$ cat config.mk
export PLATFORM = sky130hd
export DESIGN_NAME = dds_strobe_fifo
export DESIGN_NICKNAME = d
export VERILOG_FILES = /design/src/rtl/dds_fifo_pkg.sv /design/src/rtl/dds_strobe_sync.sv /design/src/rtl/dds_strobe_fifo.sv
export SDC_FILE = /design/constraint.sdc
export NUM_CORES = 2
export LEC_CHECK = 0
export BUFFER_PORTS_ARGS = -buffer_cell sky130_fd_sc_hd__buf_2
export CORE_ASPECT_RATIO = 0.9
export CORE_UTILIZATION = 60
export DETAILED_ROUTE_END_ITERATION = 16
export GPL_TIMING_DRIVEN = 0
export PLACE_DENSITY_LB_ADDON = 0.12
export SYNTH_ARGS = -nofsm -noshare
export SYNTH_HDL_FRONTEND = slang
export SYNTH_HIERARCHICAL = 1
export SYNTH_SLANG_ARGS = --single-unit
$ cat constraint.sdc
create_clock -name clk -period 3.84 [get_ports clk]
set_input_delay 0.192 -clock clk [delete_from_list [all_inputs] [get_ports clk]]
set_output_delay 0.192 -clock clk [all_outputs]
set_load 0.005 [all_outputs]
$ cat src/rtl/dds_fifo_pkg.sv
// Shared defaults and types for the DDS strobe FIFO.
// The top's optional first-word-fall-through read port is enabled by the DDS_FIFO_FWFT_EN macro.
package dds_fifo_pkg;

    localparam int DEF_DATA_W   = 8;
    localparam int DEF_DEPTH    = 256;
    localparam int AFULL_MARGIN = 4;
    localparam int SYNC_STAGES  = 3;

    typedef struct packed {
        logic wr_ok;
        logic rd_ok;
    } commit_t;

endpackage

$ cat src/rtl/dds_strobe_sync.sv
// Three-flop synchroniser for an asynchronous MCU strobe.
// Emits a one-cycle request on the synchronised rising edge.
module dds_strobe_sync
    import dds_fifo_pkg::*;
(
    input  logic clk,
    input  logic rst_n,
    input  logic stb,
    output logic req
);

    logic [SYNC_STAGES-1:0] sync_q;
    logic [SYNC_STAGES-1:0] sync_d;

    always_comb begin
        sync_d = {sync_q[SYNC_STAGES-2:0], stb};
    end

    always_ff @(posedge clk or negedge rst_n) begin
        if (!rst_n) begin
            sync_q <= '0;
        end else begin
            sync_q <= sync_d;
        end
    end

    // Edge is taken between the two settled stages, never from the metastable first flop.
    assign req = sync_q[SYNC_STAGES-2] & ~sync_q[SYNC_STAGES-1];

endmodule

$ cat src/rtl/dds_strobe_fifo.sv
// Single-clock FIFO for DDS tuning words, fed by asynchronous MCU write/read strobes.
// Define DDS_FIFO_FWFT_EN for a first-word-fall-through rd_data port.
module dds_strobe_fifo
    import dds_fifo_pkg::*;
#(
    parameter int DATA_W   = DEF_DATA_W,
    parameter int DEPTH    = DEF_DEPTH,
    parameter int AFULL_TH = DEPTH - AFULL_MARGIN,
    parameter int ADDR_W   = $clog2(DEPTH)
) (
    input  logic              clk,
    input  logic              rst_n,
    input  logic              wr_stb,
    input  logic [DATA_W-1:0] wr_data,
    input  logic              rd_stb,
    output logic [DATA_W-1:0] rd_data,
    output logic              wr_done,
    output logic              rd_done,
    output logic              full,
    output logic              empty,
    output logic              afull,
    output logic [ADDR_W:0]   level,
    output logic              overflow,
    output logic              underflow,
    input  logic              clr_err
);

    localparam logic [ADDR_W:0] FULL_LVL  = (ADDR_W+1)'(DEPTH);
    localparam logic [ADDR_W:0] AFULL_LVL = (ADDR_W+1)'(AFULL_TH);

    // Handshake: one rising strobe edge is one request; the matching *_done pulse
    // (one cycle) means it committed, and no pulse means it was rejected as an error.
    logic    wr_req, rd_req;
    commit_t c;

    logic [DATA_W-1:0] mem_q [DEPTH];
    logic [ADDR_W-1:0] wp_q, wp_d, rp_q, rp_d;
    logic [ADDR_W:0]   level_q, level_d;
    logic              full_q, full_d, empty_q, empty_d, afull_q, afull_d;
    logic              wr_done_q, wr_done_d, rd_done_q, rd_done_d;
    logic              overflow_q, overflow_d, underflow_q, underflow_d;

    dds_strobe_sync u_wr_sync (.clk(clk), .rst_n(rst_n), .stb(wr_stb), .req(wr_req));
    dds_strobe_sync u_rd_sync (.clk(clk), .rst_n(rst_n), .stb(rd_stb), .req(rd_req));

    always_comb begin
        // A write into a full FIFO is allowed when a read frees the oldest slot on the same edge.
        c.wr_ok     = wr_req & (~full_q | rd_req);
        c.rd_ok     = rd_req & ~empty_q;
        wp_d        = c.wr_ok ? wp_q + 1'b1 : wp_q;
        rp_d        = c.rd_ok ? rp_q + 1'b1 : rp_q;
        level_d     = level_q;
        if (c.wr_ok && !c.rd_ok) level_d = level_q + 1'b1;
        if (c.rd_ok && !c.wr_ok) level_d = level_q - 1'b1;
        full_d      = (level_d == FULL_LVL);
        empty_d     = (level_d == '0);
        afull_d     = (level_d >= AFULL_LVL);
        wr_done_d   = c.wr_ok;
        rd_done_d   = c.rd_ok;
        overflow_d  = clr_err ? 1'b0 : overflow_q;
        underflow_d = clr_err ? 1'b0 : underflow_q;
        if (wr_req && full_q && !rd_req) overflow_d  = 1'b1;
        if (rd_req && empty_q)           underflow_d = 1'b1;
    end

    always_ff @(posedge clk or negedge rst_n) begin
        if (!rst_n) begin
            wp_q        <= '0;
            rp_q        <= '0;
            level_q     <= '0;
            full_q      <= 1'b0;
            empty_q     <= 1'b1;
            afull_q     <= 1'b0;
            wr_done_q   <= 1'b0;
            rd_done_q   <= 1'b0;
            overflow_q  <= 1'b0;
            underflow_q <= 1'b0;
        end else begin
            wp_q        <= wp_d;
            rp_q        <= rp_d;
            level_q     <= level_d;
            full_q      <= full_d;
            empty_q     <= empty_d;
            afull_q     <= afull_d;
            wr_done_q   <= wr_done_d;
            rd_done_q   <= rd_done_d;
            overflow_q  <= overflow_d;
            underflow_q <= underflow_d;
        end
    end

    always_ff @(posedge clk) begin
        if (c.wr_ok) mem_q[wp_q] <= wr_data;
    end

`ifdef DDS_FIFO_FWFT_EN
    assign rd_data = empty_q ? '0 : mem_q[rp_q];
`else
    logic [DATA_W-1:0] rd_data_q, rd_data_d;

    always_comb begin
        rd_data_d = c.rd_ok ? mem_q[rp_q] : rd_data_q;
    end

    always_ff @(posedge clk or negedge rst_n) begin
        if (!rst_n) begin
            rd_data_q <= '0;
        end else begin
            rd_data_q <= rd_data_d;
        end
    end

    assign rd_data = rd_data_q;
`endif

    assign wr_done   = wr_done_q;
    assign rd_done   = rd_done_q;
    assign full      = full_q;
    assign empty     = empty_q;
    assign afull     = afull_q;
    assign level     = level_q;
    assign overflow  = overflow_q;
    assign underflow = underflow_q;

endmodule

==> metrics.md <==
| Metric | Value |
|---|---|
| Grt total ovfl | 0 |
| Tmin final | 4235 ps |
| GP Congestion | 1.106 |
| Final Skew | 29.11 ps |
| Final Hold Viols | 0 |
| Vias post-DR | 46830 |
| Number of library cell types mapped by synthesis | 71 |
| Yosys warns | 6 |
| Crit start category | register |
| Vias in the first global route | 43310 |
| Max_slew headroom | -0.1137 |
| Detailed Routing Iterations Pass 1 | 8 |
| Failing checks | capacitance limit, slew limit, setup timing |
| Fmax achieved | 0.2361 GHz |
| Share of layout cells above drive strength 1 | 0.2787 |
| Antenna violations before repair | 16 |
| Cell Int Power | 44.27 mW |
| Die Span Y | 352.1 um |
| Sequential power share | 0.359 |
| Routed WL per cell | 49.14 um |
| Synth top area cells | edfxtp_1 75%, mux4_2 13%, mux2i_1 2.5% |
| Crit-path max FO | 10 |
| CTS root buf | clkbuf_16 |
| Final Max Tran Viols | 53 |
| Post-route ant nets | 0 |
| Clock sink total | 2094 |
| CTS tree | done |
| Total CTS buffers | 199 |
| Synthesized area per cell | 20.81 um2 |
| DIE WIDTH | 391.0 um |
| Final setup vio count | 519 |
| Pwr Total | 71.03 mW |
| Critical path class | register to register |
| Worst hold path type | primary input to asynchronous set/reset pin |
| Row count | 128 |
| Worst EP arrival | 5030 ps |
| Final period util | 1.103 |
| DP HPWL | 192200 um |
| Post-synth top cells | 2048 x edfxtp_1, 475 x mux4_2, 289 x nor2_1 |
| Number of synthesized register bits | 2094 |
| Die Footprint | 137700 um2 |
| Nets@finish | 4228 |
| Post-synthesis async set-or-reset flop share | 0.02197 |
| Vias per cell | 7.547 |
| Power Dens Cells | 766.0 nW/um2 |
| Htree depth | 4 |
| Max-cap violations | 5 |
| Synth area leader | edfxtp_1 |
| Data required, critical path | 4630 ps |
| # DRC | 0 |
| Total GRT Usage | 0.4486 |
| Largest net degree at the start of global routing | 157 |
| Clk slew on worst S/H paths | 60 ps |
| Worst vdd ir | 644.1 uV |
| Maximum clock insertion buffer count | 3 |
| Top cell type's share of synthesized area | 0.7526 |
| Clock insertion delay at the later pin of the skew report | 870 ps |
| Starting Density | 0.6045 |
| Final Util | 0.6861 |
| Most used DFF post-synth | edfxtp_1 |
| RSZ-0062 raised after global routing | true |
| Leading cell type by number of instances after synthesis | edfxtp_1 |
| Post-Syn Area | 81710 um2 |
| Sw Share | 0.3768 |
| Leakage | 29.24 nW |
| Num ports | 37 |
| Layout area overhead | 13.49% |
| Final WL | 304900 um |
| Psw | 26.77 mW |
| Number of enable flip-flop cells after synthesis | 2048 |
| Core ar. | 135200 um2 |
| Synth Instances | 3927 |
| Clock network power share | 0.279 |
| CP Capture Type | register |
| First-pass GRT wire length | 396500 um |
| Seq/Total Area, Yosys | 0.7667 |
| DR iter-0 viols | 9088 |
| Worst-Margin Slew | 1671 ps |
| Setup WS post-layout | -395.5 ps |
| Status | complete, but fails checks |
| Logic pwr share | 0.361 |
| Synth Net Count | 3947 |
| Buffers on Ports | 36 |
[registers in the layout (all words and copies together), names as in the netlist]
register          flops
rd_data               8
mem_q              2048
wp_q                  8
level                 9
empty                 1
u_wr_sync/sync_q      3
rd_done               1
full                  1
overflow              1
afull                 1
u_rd_sync/sync_q      3
underflow             1
wr_done               1
rp_q                  8
[layer usage]
metal,GRT usage,up-vias,wire length [um]
met5,0.002797,-,447
met4,0.2653,14,23220
met3,0.2232,976,53520
met2,0.6020,4677,126000
met1,0.5909,24290,101700
li1,-,16870,-
[logic make-up after synthesis]
family / synth area share
multiplexers: 0.1571
flip-flops: 0.7667
XOR/XNOR: 0.002251
buffers and inverters: 0.01759
AO/OA/AOI/OAI: 0.02660
adder cells (fa/ha/maj): 0.001072
AND/OR/NAND/NOR: 0.02863
[layout make-up]
type	instances	area [um2]
Fill cell	8563	42430
Clock inverter	113	1114
Tap cell	1820	2277
Timing Repair Buffer	82	873.3
Inverter	18	68.82
Buffer	236	1926
Clock buffer	251	5303
Sequential cell	2094	62650
Antenna cell	14	35.03
Multi-Input combinational cell	1577	18490
[power groups by stage]
stage,registers (mW),clock network (mW),logic [mW]
global placement,26.1,0,22.9
CTS,25.5,19.6,23.8
floorplan,25.9,0,11.0
detailed placement,26.0,0,23.1
global route,25.5,20.5,24.8
finish,25.5,19.8,25.7
[worst paths after layout]
path | slack (ps) | from | to | cells past startpoint
max reg2reg | -400 | rp_q[2] | rd_data[0] | 10
min reg2reg | 350 | u_wr_sync/sync_q[0] | u_wr_sync/sync_q[1] | 0
max | -400 | rp_q[2] | rd_data[0] | 10
min | 150 | rst_n | u_rd_sync/sync_q[0] | 2
max in group asynchronous | 2860 | rst_n | rd_data[3] | 2
min in group clk | 150 | clr_err | overflow | 4
[cells in the final DEF (no fill, tap or decap), drive strengths merged, types with 16 or more instances in the layout]
master  instances
edfxtp       2048
mux4          475
clkbuf        347
nor2          289
buf           208
mux2i         206
nand2         131
clkinv         81
a21oi          65
dfrtp          45
nand3          41
o21ai          38
a22oi          37
o22ai          25
a221oi         24
a211oi         22
inv            22
bufinv         21
nor2b          20
o221ai         19
a31oi          16
[per-stage QoR]
stage                     hold slack (ps)  std cells  setup slack [ps]  area, um2  TNS [ps]
after global placement              301.3       5783             -2580      84170  -1472490
after detailed placement            301.7       5798             -1637      84650   -377700
after floorplan                    -103.6       3927              1269      81710         0
after CTS                           121.8       6191            -334.0      92330    -28300
final                               146.2       6205            -395.5      92740    -82480
after global routing                195.9       6191            -325.5      92700    -68860
[repair_timing]
action	4_1_cts	5_1_grt
setup endpoints to repair	1290	1088
gates resized for setup	346	104
endpoints found under the hold margin	782	0
buffers inserted	16	1
pin swaps	9	1
hold buffers	14	0
[worst max-delay path, stage by stage, from the launching register on]
cell,delay (ps)
dfrtp_1,340
buf_2,340
buf_2,360
nor2b_2,610
buf_8,250
clkbuf_2,670
a22oi_1,330
a21oi_1,530
a211oi_2,150
a21oi_1,410
a211o_1,160
Power figures use the tool's default switching activity.
